File: config.mk
export PLATFORM = sky130hd
export DESIGN_NAME = nes_button_events
export DESIGN_NICKNAME = d
export VERILOG_FILES = /design/src/rtl/nes_button_events.sv
export SDC_FILE = /design/constraint.sdc
export NUM_CORES = 1
export LEC_CHECK = 0
export BUFFER_PORTS_ARGS = -buffer_cell sky130_fd_sc_hd__clkbuf_2
export CELL_PAD_IN_SITES_DETAIL_PLACEMENT = 0
export CELL_PAD_IN_SITES_GLOBAL_PLACEMENT = 1
export CORE_MARGIN = 2
export CORE_UTILIZATION = 37
export DETAILED_ROUTE_END_ITERATION = 16
export PLACE_DENSITY = 0.65
export SYNTH_ARGS = -nofsm -noshare
export SYNTH_HDL_FRONTEND = slang
export SYNTH_SLANG_ARGS = --single-unit
File: constraint.sdc
create_clock -name clk -period 3.4 [get_ports clk]
set_input_delay 0.17 -clock clk [delete_from_list [all_inputs] [get_ports clk]]
set_output_delay 0.17 -clock clk [all_outputs]
set_load 0.05 [all_outputs]
File: src/rtl/nes_button_events.sv
// Debounces the eight NES button levels, emits press/release pulses, auto-repeats the
// direction buttons and queues every event in a small FWFT FIFO. The release pulse port is `released` because `release` is a reserved word.
module nes_button_events #(
  parameter int unsigned DEBOUNCE_SAMPLES = 3,
  parameter int unsigned REPEAT_DELAY     = 24,
  parameter int unsigned REPEAT_RATE      = 6,
  parameter int unsigned FIFO_DEPTH       = 4
) (
  input  logic       clk,
  input  logic       reset,
  input  logic       sample_tick,
  input  logic       frame_tick,
  input  logic [7:0] btn_in,
  output logic [7:0] held,
  output logic [7:0] press,
  output logic [7:0] released,
  output logic       evt_valid,
  input  logic       evt_ready,
  output logic [4:0] evt_data,
  output logic       evt_overflow
);

  localparam int unsigned PW     = $clog2(FIFO_DEPTH);
  localparam int unsigned CW     = PW + 1;
  localparam bit          REP_EN = (REPEAT_RATE != 0);

  typedef enum logic [1:0] {
    EVT_NONE    = 2'b00,
    EVT_PRESS   = 2'b01,
    EVT_RELEASE = 2'b10,
    EVT_REPEAT  = 2'b11
  } evt_type_t;

  logic [3:0]    cnt [8];
  logic [7:0]    rc [4:7];
  logic [7:0]    rep_fire;
  logic [7:0]    pend_p, pend_r, pend_x;
  logic [7:0]    clr_p, clr_r, clr_x;
  logic          found, push, pop, can_accept, merge;
  logic [2:0]    sel_idx;
  evt_type_t     sel_type;
  logic [4:0]    mem [FIFO_DEPTH];
  logic [PW-1:0] wr_ptr, rd_ptr;
  logic [CW-1:0] count;

  // Debounce and edge pulses
  always_ff @(posedge clk or posedge reset) begin
    if (reset) begin
      held     <= '0;
      press    <= '0;
      released <= '0;
      for (int unsigned i = 0; i < 8; i++) cnt[i] <= '0;
    end else begin
      press    <= '0;
      released <= '0;
      if (sample_tick) begin
        for (int unsigned i = 0; i < 8; i++) begin
          if (btn_in[i] != held[i]) begin
            if (cnt[i] == 4'(DEBOUNCE_SAMPLES - 1)) begin
              held[i]     <= btn_in[i];
              cnt[i]      <= '0;
              press[i]    <= btn_in[i];
              released[i] <= ~btn_in[i];
            end else begin
              cnt[i] <= cnt[i] + 4'd1;
            end
          end else begin
            cnt[i] <= '0;
          end
        end
      end
    end
  end

  // Repeat fires when the countdown expires on a frame tick; the press cycle itself only reloads.
  always_comb begin
    rep_fire = '0;
    for (int unsigned i = 4; i < 8; i++)
      rep_fire[i] = REP_EN && frame_tick && held[i] && !press[i] && (rc[i] == 8'd1);
  end

  always_ff @(posedge clk or posedge reset) begin
    if (reset) begin
      for (int unsigned i = 4; i < 8; i++) rc[i] <= '0;
    end else begin
      for (int unsigned i = 4; i < 8; i++) begin
        if (press[i])
          rc[i] <= 8'(REPEAT_DELAY);
        else if (released[i])
          rc[i] <= '0;
        else if (REP_EN && frame_tick && held[i]) begin
          if (rc[i] == 8'd1)
            rc[i] <= 8'(REPEAT_RATE);
          else if (rc[i] != 8'd0)
            rc[i] <= rc[i] - 8'd1;
        end
      end
    end
  end

  // Arbiter: lowest button first, then release, press, repeat within a button
  assign pop        = evt_valid & evt_ready;
  assign can_accept = (count < CW'(FIFO_DEPTH)) || pop;

  always_comb begin
    found    = 1'b0;
    sel_idx  = '0;
    sel_type = EVT_NONE;
    clr_p    = '0;
    clr_r    = '0;
    clr_x    = '0;
    for (int unsigned i = 0; i < 8; i++) begin
      if (!found) begin
        if (pend_r[i]) begin
          found = 1'b1; sel_idx = 3'(i); sel_type = EVT_RELEASE;
        end else if (pend_p[i]) begin
          found = 1'b1; sel_idx = 3'(i); sel_type = EVT_PRESS;
        end else if (pend_x[i]) begin
          found = 1'b1; sel_idx = 3'(i); sel_type = EVT_REPEAT;
        end
      end
    end
    push = found && can_accept;
    if (push) begin
      case (sel_type)
        EVT_RELEASE: clr_r[sel_idx] = 1'b1;
        EVT_PRESS:   clr_p[sel_idx] = 1'b1;
        EVT_REPEAT:  clr_x[sel_idx] = 1'b1;
        default:     ;
      endcase
    end
  end

  // A flag consumed in the same cycle it is re-raised is not a merge.
  assign merge = |((released & pend_r & ~clr_r) |
                   (press    & pend_p & ~clr_p) |
                   (rep_fire & pend_x & ~clr_x));

  always_ff @(posedge clk or posedge reset) begin
    if (reset) begin
      pend_p       <= '0;
      pend_r       <= '0;
      pend_x       <= '0;
      evt_overflow <= 1'b0;
    end else begin
      pend_p <= (pend_p & ~clr_p) | press;
      pend_r <= (pend_r & ~clr_r) | released;
      pend_x <= (pend_x & ~clr_x) | rep_fire;
      if (merge) evt_overflow <= 1'b1;
    end
  end

  // Event FIFO, first-word-fall-through
  always_ff @(posedge clk) begin
    if (push) mem[wr_ptr] <= {sel_type, sel_idx};
  end

  always_ff @(posedge clk or posedge reset) begin
    if (reset) begin
      wr_ptr <= '0;
      rd_ptr <= '0;
      count  <= '0;
    end else begin
      if (push) wr_ptr <= wr_ptr + 1'b1;
      if (pop)  rd_ptr <= rd_ptr + 1'b1;
      case ({push, pop})
        2'b10:   count <= count + 1'b1;
        2'b01:   count <= count - 1'b1;
        default: count <= count;
      endcase
    end
  end

  assign evt_valid = (count != '0);
  assign evt_data  = evt_valid ? mem[rd_ptr] : '0;

endmodule

# After elaboration in Yosys (flattened, before gate mapping)

Memory sizes are Yosys's and may differ from the RTL's.
Index checks and enable logic that the tools add are counted.
Widths: inputs -> output; s select.

$add $sub $neg: 16
$lt $le $gt $ge: 3
Equal/unequal tests: 25
Mux-type cells: 172
Bitwise gates (word level): 26
Reduce and logical (&&, ||, !) cells: 46

Operators by type and width:

| cell                | number |
|---|---|
| $mux 8              | 28 |
| $and 8x8->8         | 9 |
| $mux 3              | 24 |
| $mux 1              | 70 |
| $mux 4              | 16 |
| $mux 2              | 31 |
| $or 8x8->8          | 5 |
| $add 4x1->4 const B | 8 |
| $eq 4x2->1 const B  | 8 |
| $eq 8x1->1 const B  | 4 |
| $reduce_bool 8->1   | 4 |
| $sub 8x1->8 const B | 4 |
| $not 8->8           | 3 |
| $reduce_and 3->1    | 8 |
| $reduce_bool 4->1   | 4 |
| $reduce_bool 3->1   | 5 |
| $logic_and 1x1->1   | 14 |
| $ne 1x1->1          | 8 |
| $not 1->1           | 8 |
| $reduce_and 2->1    | 4 |
| $reduce_or 8->1     | 1 |
| $eq 2x2->1 const B  | 3 |
| $pmux 3 s2          | 1 |
| $mux 5              | 1 |
| 12 further kinds    | 17 |

Register bits: 120
RAM bits: 20
Input port bits: 13
Memories: 1

Memory list:

| name | words | bits a word | rd ports | clocked after memory_dff | wr ports | line | source |
|---|---|---|---|---|---|---|---|
| mem  | 4     | 5           | 1        | 0                        | 1        | 42   | `logic [4:0] mem [FIFO_DEPTH];` |

# Logic depth before layout (Yosys ltp)

Depth after elaboration: 39
Mapped depth: 12
Mapped depth without buffers: 11

# Worst setup path after synthesis

OpenSTA, ideal clock, no wires.

Kind: register -> register
From: register pend_x[3]
To: register evt_overflow
Library setup time: 0.139 ns
Data arrival time: 3.316 ns
Setup slack: -0.055 ns
Stages on the path, launching flop included: 10
Path buffers: 0
Clock period less this slack: 3.455 ns
Cell sequence: dfrtp_1 nor4_4 nand4_4 or4_4 a211oi_4 inv_2 or3_1 a32o_1 or4_1 or4_1

Cells in the longest elaborated chain, start to end: 31
Elaborated cells on any way between the ends: 73

RTL lines:

| what                                  | line          | source |
|---|---|---|
| start, declared                       | 37            | `logic [7:0] pend_p, pend_r, pend_x;` |
| start signal, assigned                | 148           | `pend_x <= (pend_x & ~clr_x) \| rep_fire;` |
| $mux 3                                | 118           | `end else if (pend_x[i]) begin` |
| $mux 3                                | 116           | `end else if (pend_p[i]) begin` |
| $mux 3                                | 114           | `if (pend_r[i]) begin` |
| $mux 3                                | 113           | `if (!found) begin` |
| $mux 3                                | 118           |  |
| $mux 3                                | 116           |  |
| $mux 3                                | 114           |  |
| $mux 3                                | 113           |  |
| [... 15 more ...]                     | --            |  |
| $demux 1 s3                           | 126, 127, 128 |  |
| $mux 8                                | 125           | `case (sel_type)` |
| $mux 8                                | 124           | `if (push) begin` |
| $not 8->8, on equally long branches   | 135, 136      |  |
| $and 8x8->8, on equally long branches | 135, 136      |  |
| $or 8x8->8                            | 135           | `assign merge = \|((released & pend_r & ~clr_r) \|` |
| $or 8x8->8 (*)                        | 136           | `(press & pend_p & ~clr_p) \|` |
| $reduce_or 8->1 (*)                   | 135           |  |
| end signal, assigned                  | 144           | `evt_overflow <= 1'b0;` |
| end signal, assigned                  | 149           | `if (merge) evt_overflow <= 1'b1;` |
| end, declared                         | 20            | `output logic evt_overflow` |

Mark *: on every way between the ends. The rest lies on a longest branch, timed or not.
A chain may end at the register's enable or synchronous reset.

# Worst setup path after layout

From: register pend_p[2]
To: register evt_overflow

Cells in the longest elaborated chain, start to end: 34
Elaborated cells on any way between the ends: 79

RTL lines:

| what                                  | line          | source |
|---|---|---|
| start, declared                       | 37            |  |
| start signal, assigned                | 146           | `pend_p <= (pend_p & ~clr_p) \| press;` |
| $mux 3                                | 116           |  |
| $mux 3                                | 114           |  |
| $mux 3                                | 113           |  |
| $mux 3                                | 118           |  |
| $mux 3                                | 116           |  |
| $mux 3                                | 114           |  |
| $mux 3                                | 113           |  |
| $mux 3                                | 118           |  |
| [... 18 more ...]                     | --            |  |
| $demux 1 s3                           | 126, 127, 128 |  |
| $mux 8                                | 125           |  |
| $mux 8                                | 124           |  |
| $not 8->8, on equally long branches   | 135, 136      |  |
| $and 8x8->8, on equally long branches | 135, 136      |  |
| $or 8x8->8                            | 135           |  |
| $or 8x8->8 (*)                        | 136           |  |
| $reduce_or 8->1 (*)                   | 135           |  |

Marks and branches as above.

==> flow_metrics.env <==
export IMPL_ctsRootBufferMaster="clkbuf_16"
export IMPL_totalPowerFinal_w=0.008838
export IMPL_drv_cap=0
export IMPL_r2r_worst_path_cells=9
export IMPL_hold_end="rd_ptr[0]"
export IMPL_finClkSkew_ns=0.01051
export IMPL_drc_errors=0
export IMPL_core_region_um2=19400
export IMPL_power_per_cell_area_nw_per_um2=1000
export IMPL_kind_of_end_point_of_the_critical_path="flop"
export IMPL_finalHoldViolCount=0
export IMPL_synthesis_area_per_instance_um2=10.02
export IMPL_drive_above_1_share_pct=17.44
export IMPL_boundaryPins=44
export IMPL_synth_area_leader_cell="dfrtp_1"
export IMPL_antenna_violations_before_repair=0
export IMPL_clkTransAtPathRegs_ns=0.06
export IMPL_grt_setup_unrepaired="true"
export IMPL_ctsLongestPathBuffers=2
export IMPL_timing_critical_path_from_type="flop"
export IMPL_post_synthesis_cell_count=729
export IMPL_design_final_nets=867
export IMPL_synth_seq_area_share_pct=49.34
export IMPL_dpl_cell_area_um2=8094
export IMPL_grt_overflow_total=0
export IMPL_synth_area_top_cells="dfrtp_1 (41%), edfxtp_1 (8.2%), ha_1 (5.0%), o21ai_0 (3.6%), nand2_1 (3.4%)"
export IMPL_ys_async_sr_fraction_pct=85.71
export IMPL_outcome="complete, but fails checks"
export IMPL_groute_usage_overall_pct=17.39
export IMPL_tightest_slew_ns=0.9443
export IMPL_grt_start_max_net_pins=74
export IMPL_layout_area_seq_um2=3603
export IMPL_dpl_cell_count=1059
export IMPL_rows=51
export IMPL_number_of_buffers_inserted_during_clock_tree_synthesis=17
export IMPL_die_x_um=144.5
export IMPL_r2r_slack_ns=-0.006
export IMPL_timing_final_crit_share_pct=100.2
export IMPL_clock_sink_count=140
export IMPL_slew_headroom_pct=37.05
export IMPL_post_route_cell_area_um2=8838
export IMPL_min_delay_path_class="input port to flop"
export IMPL_yosysWarnings=0
export IMPL_synth_ff_latch_count=140
export IMPL_ir_drop_v=0.0005542
export IMPL_first_pass_iters=5
export IMPL_layout_area_overhead_vs_synth_pct=21.02
export IMPL_post_synth_most_frequent_cells="dfrtp_1 (120), nand2_1 (67), nor2_1 (57)"
export IMPL_cts_htree_levels=4
export IMPL_wl_per_cell_um=15.20
export IMPL_worst_r2r_startpoint="pend_p[2]"
export IMPL_ys_flop_type="dfrtp_1"
export IMPL_synth_cell_area_um2=7303
export IMPL_p_leak_nw=3.914
export IMPL_synth_edf_count=20
export IMPL_setup_viol=1
export IMPL_worstPathMaxFanout=4
export IMPL_postRouteWirelength_um=16750
export IMPL_max_freq_ghz=0.2936
export IMPL_wp_data_required_ns=3.70
export IMPL_final_antenna_net_count=0
export IMPL_grt_pass1_wl_um=28320
export IMPL_timing_final_max_slew_violations=0
export IMPL_failed_checks="setup timing"
export IMPL_die_height_um=144.5
export IMPL_gp_congestion=0.9158
export IMPL_worstReg2RegEnd="evt_overflow"
export IMPL_vias=5746
export IMPL_min_period_ns=3.406
export IMPL_multiInputGateArea_um2=3466
export IMPL_setup_ws_ns=-0.005709
export IMPL_die_area_um2=20880
export IMPL_synth_most_common_cell="dfrtp_1"
export IMPL_min_delay_start="evt_ready"
export IMPL_initial_core_util_pct=37.65
export IMPL_clk_insertion_delay_late_ns=0.43
export IMPL_detail_route_vias_per_cell=5.214
export IMPL_finalNonFillerCells=1102
export IMPL_final_fill_count=1877
export IMPL_post_dp_hpwl_um=12130
export IMPL_first_global_vias=5645
export IMPL_critical_path_class="flop to flop"
export IMPL_min_path_cells=3
export IMPL_worst_path_arrival_ns=3.70
export IMPL_drt_first_iter_violations=311
export IMPL_mappedNetlistNets=772
export IMPL_antennaDiodeCount=0
export IMPL_clock_tree_from_tritoncts="yes"
export IMPL_post_synth_num_cell_types=60
export IMPL_io_buffer_count=43
export IMPL_yosys_area_top_type_share_pct=41.12
-- cell usage in the layout (no fill, tap or decap), types with 9 or more instances in the layout --
cell           count
dlygate4sd3_1      9
nand2_1           67
dfrtp_1          120
edfxtp_1          20
nor2_1            56
and2_1            14
nand2b_1          26
nand3_1           34
xnor2_1           16
mux2i_1           12
clkbuf_2          43
inv_1             48
nor3b_1           22
o22ai_1           14
clkbuf_16         17
xor2_1            16
o21ai_0           50
or3_1             12
ha_1              29
nor4_1            12
buf_4             40
nor3_1            24
a21oi_1           18
-- metal layers --
metal / vias up / global-route usage [%] / part of all wire (%)
met5: - / 0 / 0
li1: 2786 / - / -
met1: 2820 / 22.81 / 47
met4: 0 / 6.745 / 2.1
met2: 120 / 28.01 / 47
met3: 20 / 4.040 / 3.8
-- sequential cells by signal (all words and copies together), names as in the netlist --
name and cells:
held 8, wr_ptr 2, rd_ptr 2, evt_overflow 1, count 3, pend_r 8
released 8, mem 20, rc 32, press 8, pend_p 8, cnt 32
pend_x 8
-- metrics by stage --
stage / utilization (%) / worst slack, ns / setup TNS, ns / hold slack [ns]
detailed placement: 41.72 / -0.04895 / -0.04895 / 0.3870
floorplan: - / 0.04156 / 0 / 0.2398
finish: 45.56 / -0.005709 / -0.005709 / 0.1779
CTS: 45.46 / -0.01773 / -0.01773 / 0.1635
global route: 45.56 / -0.1002 / -0.1002 / 0.1974
global placement: 41.72 / 0.02476 / 0 / 0.3798
-- worst max-delay path, stage by stage (launching register included) --
cell	delay [ns]
dfrtp_1	0.41
nor4_4	0.37
nand4_4	0.16
or4_4	0.54
a211oi_4	0.20
inv_2	0.06
or3_4	0.39
a32o_1	0.26
or4_1	0.41
or4_1	0.47
-- worst max-delay path by stage --
stage | start | to | cells after the start
final | pend_p[2] | evt_overflow | 9
after global placement | pend_p[3] | evt_overflow | 9
after CTS | pend_p[2] | evt_overflow | 9
after global routing | pend_p[2] | evt_overflow | 9
after floorplan | reset | cnt[0] | 1
after detailed placement | pend_p[3] | evt_overflow | 9
-- layout make-up --
cell class	count	area share, %
Multi-Input combinational cell	522	39.21
Inverter	50	2.152
Timing Repair Buffer	93	7.078
Clock buffer	18	4.856
Sequential cell	140	40.77
Tap cell	265	3.751
Clock inverter	14	2.180
-- cells by family (layout without fill, tap and decap cells) --
logic type,after synthesis,count (layout),synth area share (%)
adder cells (fa/ha/maj),30,30,5.242
multiplexers,25,25,4.420
flip-flops,140,140,49.34
XOR/XNOR,32,32,3.837
AND/OR/NAND/NOR,293,293,21.18
buffers and inverters,67,175,3.444
AO/OA/AOI/OAI,142,142,12.54
-- power breakdown --
group / switching [W] / internal, W / leakage [nW]
logic: 0.00235 / 0.00157 / 1.88
clock network: 0.000739 / 0.00123 / 0.298
registers: 0.000542 / 0.00241 / 1.74
total: 0.00363 / 0.00521 / 3.91
-- repair_timing --
item,in CTS,in global routing
pin swaps,4,3
endpoints found under the setup margin,1,1
setup buffers,1,1
resized for setup,1,6
hold endpoints to repair,68,0
hold buffers,9,0
gates cloned,0,0
Power figures use the tool's default switching activity.
